<file path="src/rtl/rr_pkg.sv">
`default_nettype none
// ============================================================================
//  Module      : rr_pkg
//  Description : Shared types and defaults for the RR record buffer.
//  Revision    : 1.0  initial release
// ============================================================================
package rr_pkg;

    localparam int unsigned RR_CTR_WIDTH   = 22;
    localparam int unsigned RR_MIN_DEFAULT = 50;
    localparam int unsigned RR_MAX_DEFAULT = 500;

    typedef enum logic [0:0] {
        WAIT_FIRST = 1'b0,
        ARMED      = 1'b1
    } rr_state_e;

    typedef struct packed {
        logic                    artefact;
        logic [RR_CTR_WIDTH-1:0] rr_period;
        logic [RR_CTR_WIDTH-1:0] rpeak_location;
    } rr_record_t;

endpackage
`default_nettype wire

</file>
<file path="src/rtl/sync_fifo.sv">
`default_nettype none
// ============================================================================
//  Module      : sync_fifo
//  Description : First-word-fall-through synchronous FIFO with level output.
//  Revision    : 1.0  initial release
// ============================================================================
module sync_fifo #(
    parameter int unsigned WIDTH = 45,
    parameter int unsigned DEPTH = 8
) (
    input  logic                       i_clk,
    input  logic                       i_rst,
    input  logic                       i_wr_en,
    input  logic [WIDTH-1:0]           i_wr_data,
    input  logic                       i_rd_en,
    output logic [WIDTH-1:0]           o_rd_data,
    output logic                       o_full,
    output logic                       o_empty,
    output logic [$clog2(DEPTH):0]     o_level,
    output logic                       o_drop
);

    localparam int unsigned PW = $clog2(DEPTH);
    localparam logic [PW:0] C_DEPTH = (PW+1)'(DEPTH);

    logic [WIDTH-1:0] r_mem [DEPTH];
    logic [PW-1:0]    r_wr_ptr;
    logic [PW-1:0]    r_rd_ptr;
    logic [PW:0]      r_level;
    logic             w_push;
    logic             w_pop;

    assign o_full    = (r_level == C_DEPTH);
    assign o_empty   = (r_level == '0);
    assign o_level   = r_level;
    assign o_rd_data = r_mem[r_rd_ptr];

    // A pop frees a slot in the same cycle, so a write into a full FIFO is accepted then.
    assign w_pop  = i_rd_en && !o_empty;
    assign w_push = i_wr_en && (!o_full || w_pop);
    assign o_drop = i_wr_en && !w_push;

    always_ff @(posedge i_clk) begin
        if (i_rst) begin
            r_wr_ptr <= '0;
            r_rd_ptr <= '0;
            r_level  <= '0;
            for (int i = 0; i < int'(DEPTH); i++) begin
                r_mem[i] <= '0;
            end
        end else begin
            if (w_push) begin
                r_mem[r_wr_ptr] <= i_wr_data;
                r_wr_ptr        <= r_wr_ptr + 1'b1;
            end
            if (w_pop) begin
                r_rd_ptr <= r_rd_ptr + 1'b1;
            end
            case ({w_push, w_pop})
                2'b10:   r_level <= r_level + 1'b1;
                2'b01:   r_level <= r_level - 1'b1;
                default: r_level <= r_level;
            endcase
        end
    end

endmodule
`default_nettype wire

</file>
<file path="src/rtl/rr_record_buffer.sv">
`default_nettype none
// ============================================================================
//  Module      : rr_record_buffer
//  Description : Captures RR updates as range-flagged records into a FIFO
//                drained over valid/ready. Define RR_AVG_EN for running mean.
//  Revision    : 1.0  initial release
// ============================================================================
module rr_record_buffer
    import rr_pkg::*;
#(
    parameter int unsigned CTR_WIDTH  = RR_CTR_WIDTH,
    parameter int unsigned FIFO_DEPTH = 8,
    parameter int unsigned RR_MIN     = RR_MIN_DEFAULT,
    parameter int unsigned RR_MAX     = RR_MAX_DEFAULT,
    parameter int unsigned NAVG       = 8
) (
    input  logic                          i_clk,
    input  logic                          i_rst,
    input  logic                          i_ce,
    input  logic                          i_alg_active,
    input  logic [CTR_WIDTH-1:0]          i_rr_period,
    input  logic                          i_rr_period_updated,
    input  logic [CTR_WIDTH-1:0]          i_rpeak_location,
    output logic [2*CTR_WIDTH:0]          o_rec_data,
    output logic                          o_rec_valid,
    input  logic                          i_rec_ready,
    output logic [$clog2(FIFO_DEPTH):0]   o_fifo_level,
    output logic                          o_overflow,
    output logic [CTR_WIDTH-1:0]          o_rr_avg,
    output logic                          o_rr_avg_valid
);

    localparam logic [0:0]           ST_WAIT_FIRST = WAIT_FIRST;
    localparam logic [0:0]           ST_ARMED      = ARMED;
    localparam logic [CTR_WIDTH-1:0] C_RR_MIN      = CTR_WIDTH'(RR_MIN);
    localparam logic [CTR_WIDTH-1:0] C_RR_MAX      = CTR_WIDTH'(RR_MAX);

    logic [0:0]           r_state;
    logic                 w_capture;
    logic                 w_artefact;
    logic                 w_empty;
    logic                 w_full;
    logic                 w_drop;
    logic                 r_overflow;

    assign w_capture  = (r_state == ST_ARMED) && i_ce && i_rr_period_updated;
    assign w_artefact = (i_rr_period < C_RR_MIN) || (i_rr_period > C_RR_MAX);

    // The first strobe after arming is dropped: its period has no preceding peak.
    always_ff @(posedge i_clk) begin
        if (i_rst) begin
            r_state <= ST_WAIT_FIRST;
        end else if (i_ce) begin
            case (r_state)
                ST_WAIT_FIRST: if (i_alg_active && i_rr_period_updated) r_state <= ST_ARMED;
                ST_ARMED:      if (!i_alg_active)                       r_state <= ST_WAIT_FIRST;
                default:       r_state <= ST_WAIT_FIRST;
            endcase
        end
    end

    sync_fifo #(
        .WIDTH (2*CTR_WIDTH+1),
        .DEPTH (FIFO_DEPTH)
    ) u_fifo (
        .i_clk     (i_clk),
        .i_rst     (i_rst),
        .i_wr_en   (w_capture),
        .i_wr_data ({w_artefact, i_rr_period, i_rpeak_location}),
        .i_rd_en   (i_rec_ready),
        .o_rd_data (o_rec_data),
        .o_full    (w_full),
        .o_empty   (w_empty),
        .o_level   (o_fifo_level),
        .o_drop    (w_drop)
    );

    assign o_rec_valid = !w_empty;
    assign o_overflow  = r_overflow;

    always_ff @(posedge i_clk) begin
        if (i_rst) begin
            r_overflow <= 1'b0;
        end else if (w_drop) begin
            r_overflow <= 1'b1;
        end
    end

`ifdef RR_AVG_EN
    localparam int unsigned LA = $clog2(NAVG);
    localparam int unsigned SW = CTR_WIDTH + LA;

    logic [CTR_WIDTH-1:0] r_hist [NAVG];
    logic [LA-1:0]        r_hidx;
    logic [LA:0]          r_cnt;
    logic [SW-1:0]        r_sum;
    logic [SW-1:0]        w_sum_next;
    logic [CTR_WIDTH-1:0] r_avg;
    logic                 r_avg_valid;
    logic                 w_avg_push;

    // Dropped-on-overflow records still count: the average tracks the heart, not the FIFO.
    assign w_avg_push = w_capture && !w_artefact;
    assign w_sum_next = r_sum + SW'(i_rr_period) - SW'(r_hist[r_hidx]);

    always_ff @(posedge i_clk) begin
        if (i_rst) begin
            r_hidx      <= '0;
            r_cnt       <= '0;
            r_sum       <= '0;
            r_avg       <= '0;
            r_avg_valid <= 1'b0;
            for (int i = 0; i < int'(NAVG); i++) begin
                r_hist[i] <= '0;
            end
        end else if (w_avg_push) begin
            r_hist[r_hidx] <= i_rr_period;
            r_hidx         <= r_hidx + 1'b1;
            r_sum          <= w_sum_next;
            r_avg          <= w_sum_next[SW-1:LA];
            if (r_cnt != (LA+1)'(NAVG)) begin
                r_cnt <= r_cnt + 1'b1;
            end
            if (r_cnt == (LA+1)'(NAVG-1)) begin
                r_avg_valid <= 1'b1;
            end
        end
    end

    assign o_rr_avg       = r_avg;
    assign o_rr_avg_valid = r_avg_valid;
`else
    assign o_rr_avg       = '0;
    assign o_rr_avg_valid = 1'b0;
`endif

    logic w_unused;
    assign w_unused = w_full;

endmodule
`default_nettype wire

</file>
<file path="config.mk">
export PLATFORM = sky130hd
export DESIGN_NAME = rr_record_buffer
export DESIGN_NICKNAME = d
export VERILOG_FILES = /design/src/rtl/rr_pkg.sv /design/src/rtl/sync_fifo.sv /design/src/rtl/rr_record_buffer.sv
export SDC_FILE = /design/constraint.sdc
export NUM_CORES = 1
export LEC_CHECK = 0
export ABC_AREA = 1
export CORE_MARGIN = 2
export CORE_UTILIZATION = 35
export CTS_BUF_LIST = sky130_fd_sc_hd__clkbuf_16
export CTS_CLUSTER_DIAMETER = 200
export CTS_CLUSTER_SIZE = 12
export DETAILED_ROUTE_END_ITERATION = 10
export PLACE_DENSITY = 0.6
export SETUP_SLACK_MARGIN = 0.15
export SLEW_MARGIN = 15
export SYNTH_ARGS = -nofsm -noshare
export SYNTH_HDL_FRONTEND = slang
export SYNTH_HIERARCHICAL = 1
export SYNTH_SLANG_ARGS = --single-unit
</file>
<file path="constraint.sdc">
create_clock -name i_clk -period 3.1 [get_ports i_clk]
set_input_delay 0.62 -clock i_clk [delete_from_list [all_inputs] [get_ports i_clk]]
set_output_delay 0.62 -clock i_clk [all_outputs]
set_load 0.005 [all_outputs]
</file>
==> run summary, run 1 <==
Outcome: finished, final reports clean
Min Hold Slack: 0.480 ns
Worst Path Required: 2.48 ns
Sw Pwr: 4530 µW
Max frequency: 327 MHz
Post-route ant nets: 0
Power Density: 723 nW/µm²
Clock network fraction of design power: 27.6%
CTS sink cnt: 375
Die outline area: 50000 µm²
Internal power: 10300 µW
Post-Syn Instances: 1542
Area grow syn2layout: 21.6%
CTS max path bufs: 3
Slack of the critical path: 0.0424 ns
Leading cell type in the layout, fill and taps excluded: nor2_1
# placed instances: 2210
Multi-input gate area: 4960 µm²
Crit path top cell by count: nand2_1
DP Worst Slack: 0.362 ns
Routed via count: 11833
DR vias/cell: 5.15
Gr usage total: 18.0%
Number of setup violations in the final report: 0
Die H: 224 µm
Slew Viols, Final: 0
Sequential share of power: 39.7%
Final min period: 3.06 ns
Worst Path Arrival: 2.44 ns
Final layout net count: 1723
DRT Pass-1 Iters: 5
Fill count: 4426
Starting Density: 35.4%
Die X: 224 µm
Final hold vios: 0
Worst slew pin tran: 0.735 ns
Max Cap Viol: 0
Worst Setup End Kind: primary output
Non-Filler Instances: 2297
Hold Buf Count CTS: 0
Routed wire length per instance: 20.3 µm
Port-buffer cells: 100
First-pass GRT wire length: 68700 µm
Worst Skew: 0.0126 ns
Commonest non-fill, non-tap cells in the layout: nor2_1, edfxtp_1, nand2_1, o21ai_0
Worst ir drop on vdd: 0.429 mV
RSZ-0062 raised after global routing: yes
# H-tree levels: 2
DRC viols: 0
Layout cell share with drive strength beyond 1: 9.93%
Vias in the first global route: 11594
Post-Route WL: 46500 µm
Ant diodes: 0
Max incr delay on CP: 0.50 ns
Core Area: 47600 µm²
Worst Setup Start Kind: flip-flop
Mapped cell area: 16900 µm²
Initial antenna violation count: 1
Setup TNS: 0 ns
HPWL reported at the end of detailed placement: 24300 µm
Core Util, Final: 43.1%
Worst min path class: flip-flop to flip-flop
CTS tree: done
Clock latency on the worst-skew pair: 0.53 ns
Logic pwr share: 32.7%
CP bufs+invs: 4
Critical Path Slowest Stage Cell: clkdlybuf4s50_1
Leakage Power: 0.00841 µW
Syn avg cell area: 10.9 µm²
Synth warnings: 6
Clock transition at path regs: 0.06 ns
Worst-path fanout max: 8
Initial DRC count: 922
Total grt overflow: 0
CP Class: flip-flop to primary output
Final cycle utilization of the critical path: 98.6%
Switch share: 30.5%
TritonCTS Buffers: 37
Row cnt: 80
Headroom to the max-slew limit: 51.0%
Largest net degree at the start of global routing: 70
Cell chain of the critical path: buf_4, buf_12, clkbuf_16, mux2i_1, o22ai_1, nand2_1, nand2_1, clkdlybuf4s50_1
Clock root buffer master: clkbuf_16
Routability-driven placement congestion ratio: 0.731
Num ports: 124
Register Area: 11100 µm²
Crit path max-delay family: buffers and inverters
-- flip-flops by register name (all words and copies together) (netlist names), named ones only --
register         cells
u_fifo/r_mem       360
u_fifo/o_level       4
u_fifo/r_rd_ptr      3
u_fifo/r_wr_ptr      3
o_overflow           1
r_state              1
-- tightest hold or removal path, delay by kind of cell (launching register included) --
| family | cells | cell delay, ns |
|---|---|---|
| DFF | 1 | 0.33 |
| and+or+nand+nor | 2 | 0.12 |
-- metrics by stage --
step | instance area (µm²) | total power (µW)
2_1_floorplan | 17000 | 8170
3_3_place_gp | 18700 | 9830
3_5_place_dp | 18700 | 9870
4_1_cts | 20100 | 14500
5_1_grt | 20500 | 15500
6_report | 20500 | 14800
-- final timing paths --
check | cells after the start | end | slack, ns | startpoint
setup / recovery | 8 | o_rec_data[12] | 0.04 | flip-flop
hold / removal | 2 | o_overflow$_SDFFE_PP0P_ | 0.48 | o_overflow$_SDFFE_PP0P_
setup reg to reg | 8 | u_fifo/r_mem[3][6]$_SDFFCE_PN0P_ | 0.95 | u_fifo/o_level[1]$_SDFFE_PP0P_
hold reg to reg | 2 | o_overflow$_SDFFE_PP0P_ | 0.48 | o_overflow$_SDFFE_PP0P_
-- layout make-up --
cell class	instances	area share, %
clock buffers	39	4.76
clock inverters	14	0.317
inverters	70	1.29
multi-input cells	1005	24.2
flip-flops and latches	375	54.2
well taps	615	3.75
repair buffers	179	11.5
-- power groups by stage --
stage / registers [µW] / logic, µW / clock network (µW)
2_1_floorplan: 5930 / 2230 / 0
5_1_grt: 5910 / 5230 / 4350
6_report: 5900 / 4840 / 4100
3_3_place_gp: 6020 / 3810 / 0
3_5_place_dp: 6020 / 3850 / 0
4_1_cts: 5880 / 4500 / 4170
-- timing repair --
action,4_1_cts,5_1_grt
setup buffers,9,10
resized for setup,30,41
endpoints found under the setup margin,45,42
gates cloned,8,7
pin swaps,6,32
-- layer usage --
layer  track usage, %  wire length, µm  up-vias
met5                0                0        -
met4             5.01              889        0
met3             2.60             3060       61
met2             30.8            22700      440
met1             24.1            19900     5840
li1                 -                -     5492
Power figures use the tool's default switching activity.
==> run 2, diff against run 1 <==
--- a/config.mk
+++ b/config.mk
@@ -9,7 +9,6 @@
 export CORE_MARGIN = 2
 export CORE_UTILIZATION = 35
 export CTS_BUF_LIST = sky130_fd_sc_hd__clkbuf_16
-export CTS_CLUSTER_DIAMETER = 200
 export CTS_CLUSTER_SIZE = 12
 export DETAILED_ROUTE_END_ITERATION = 10
 export PLACE_DENSITY = 0.6
==> run 2 against run 1 <==
Compared with the run above:
- worst hold slack worse by 0.00099 ns
- via count is 1.4% higher
- first-iteration DRC count is 8.0% lower
- clock skew is 0.0028 ns lower
- combinational power is 1% higher
- non-clock buffer count is 10 higher
- power is 5.2% higher
- critical path depth stayed put
- wire length is 1.7% higher
- core utilization is 0.75 points higher
- sequential cell count stayed put
- critical endpoint is now o_rec_data[26]
==> run summary, run 2 (synthesized netlist as in run 1, its figures left out) <==
Outcome: finished, final reports clean
Worst min path class: flip-flop to flip-flop
First-pass GRT wire length: 69400 µm (+0.98%)
Worst ir drop on vdd: 0.376 mV (-12%)
Row cnt: 80 (unchanged)
Cell Area, Placed: 18700 µm² (unchanged)
Total grt overflow: 0 (unchanged)
Starting Density: 35.4% (unchanged)
Area grow syn2layout: 23.7%
Vias in the first global route: 11751 (+1.4%)
Critical Path Slowest Stage Cell: clkdlybuf4s50_1
HPWL reported at the end of detailed placement: 24300 µm (unchanged)
Routability-driven placement congestion ratio: 0.731 (unchanged)
Slew Viols, Final: 0 (unchanged)
Post-Route WL: 47300 µm (+1.7%)
Core Area: 47600 µm² (unchanged)
Port-buffer cells: 100 (unchanged)
Commonest non-fill, non-tap cells in the layout: nor2_1, edfxtp_1, nand2_1, o21ai_0
Final layout net count: 1738 (+0.87%)
CTS max path bufs: 3 (unchanged)
CP bufs+invs: 4 (unchanged)
Headroom to the max-slew limit: 51.3% (+0.27 points)
Worst-path fanout max: 13 (+5)
Ant diodes: 0 (unchanged)
Worst Skew: 0.00978 ns (-0.00285 ns)
Number of flip-flops in the largest register: 360 (unchanged)
Routed wire length per instance: 20.3 µm (+0.21%)
Max frequency: 339 MHz (+3.7%)
Final min period: 2.95 ns (-0.110 ns)
Min Hold Slack: 0.479 ns (-0.000992 ns)
Post-route ant nets: 0 (unchanged)
Num ports: 124 (unchanged)
TritonCTS Buffers: 42 (+14%)
Die H: 224 µm (unchanged)
# H-tree levels: 2 (unchanged)
Slack of the critical path: 0.152 ns (+0.110 ns)
DR vias/cell: 5.15 (about the same)
Clock transition at path regs: 0.06 ns (about the same)
Final cycle utilization of the critical path: 95.1% (-3.5 points)
CTS sink cnt: 375 (unchanged)
Worst Path Arrival: 2.33 ns (-0.11 ns)
Largest reg by FF count: u_fifo/r_mem
Number of setup violations in the final report: 0 (unchanged)
Initial DRC count: 848 (-8.0%)
Power Density: 748 nW/µm² (+3.4%)
Hold Buf Count CTS: 0 (unchanged)
Gr usage total: 18.3% (+0.29 points)
Initial antenna violation count: 1 (unchanged)
Largest net degree at the start of global routing: 70 (unchanged)
DRC viols: 0 (unchanged)
Final hold vios: 0 (unchanged)
Layout cell share with drive strength beyond 1: 11.4% (+1.4 points)
Die outline area: 50000 µm² (unchanged)
Leading cell type in the layout, fill and taps excluded: nor2_1
Max Cap Viol: 0 (unchanged)
Global Route met2 Usage: 31.1% (+0.33 points)
Fill count: 4425 (-0.023%)
Max incr delay on CP: 0.49 ns (about the same)
Crit path max-delay family: buffers and inverters
CP Class: flip-flop to primary output
M3 GR Usage: 3.55% (+0.96 points)
DP Worst Slack: 0.362 ns (unchanged)
Clock latency on the worst-skew pair: 0.55 ns (+0.02 ns)
Worst Setup Start Kind: flip-flop
Cell chain of the critical path: buf_6, buf_4, buf_12, o21ai_0, o22ai_1, nand2_1, nand2_2, clkdlybuf4s50_1
Global routing's busiest layer: met2
RSZ-0062 raised after global routing: yes
Worst Setup End Kind: primary output
CTS tree: done
Leakage Power: 0.00867 µW (+3.1%)
Clock root buffer master: clkbuf_16
Worst slew pin tran: 0.731 ns (-0.00412 ns)
DRT Pass-1 Iters: 5 (unchanged)
Setup TNS: 0 ns (unchanged)
Die X: 224 µm (unchanged)
Final Instance Area: 20900 µm² (+1.7%)
Worst Path Required: 2.48 ns (about the same)
GRT met1 Usage: 23.8% (-0.23 points)
Routed via count: 12004 (+1.4%)
[run 2: cell types whose count changed in the layout (fill, tap and decap cells not counted), moves of 3 or more]
cell / before / now
dlygate4sd2_1: 3 / 7
nand2_1: 152 / 149
clkbuf_16: 46 / 49
bufinv_16: 0 / 3
clkinv_1: 1 / 8
dlymetal6s2s_1: 27 / 31
clkdlybuf4s50_1: 70 / 56
nand2_2: 25 / 28
clkinv_2: 0 / 6
clkdlybuf4s15_1: 0 / 5
buf_4: 31 / 41
[run 2: power by group]
part	switching, µW	leakage [µW]	total, µW	internal [µW]
clock	1970	0.000706	4820	2850
sequential	134	0.00384	5890	5760
combinational	2580	0.00412	4890	2310
[run 2: metrics by stage]
| stage | std cells | util (%) | power [µW] |
|---|---|---|---|
| finish | 2330 | 43.8 | 15600 |
| global route | 2330 | 43.8 | 16300 |
| CTS | 2307 | 42.9 | 15300 |
| detailed placement | 2210 | 39.2 | 9870 |
| global placement | 2210 | 39.2 | 9830 |
| floorplan | 1564 | - | 8170 |
[run 2: cell type report]
type / count / area, µm² / share of cell area, %
clock inverter: 31 / 206 / 0.989
clock buffer: 45 / 1130 / 5.40
inverter: 70 / 275 / 1.32
sequential: 375 / 11100 / 53.3
tap: 615 / 769 / 3.69
multi-input combinational: 1005 / 4970 / 23.8
timing repair buffer: 189 / 2400 / 11.5
[run 2: tightest hold or removal path: stages (launching register included)]
cell	delay [ns]
dfxtp_1	0.33
nor2_1	0.05
nor2_1	0.07
[run 2: timing repair]
item	in CTS	in global routing
cloned	9	4
setup buffers	12	19
setup endpoints to repair	45	34
pin swaps	13	37
resized for setup	42	62
[run 2: worst paths after layout]
check	startpoint	endpoint	slack, ns	cells after the start
min	o_overflow$_SDFFE_PP0P_	o_overflow$_SDFFE_PP0P_	0.48	2
max reg2reg	u_fifo/o_level[1]$_SDFFE_PP0P_	u_fifo/r_mem[7][7]$_SDFFCE_PN0P_	0.95	8
max	flip-flop	o_rec_data[26]	0.15	8
min reg2reg	o_overflow$_SDFFE_PP0P_	o_overflow$_SDFFE_PP0P_	0.48	2
[run 2: per-layer routing]
metal	share of wire [%]	wire length, µm
met2	49	23000
met5	0	0
met1	42	19600
met4	2.4	1150
met3	7.5	3530
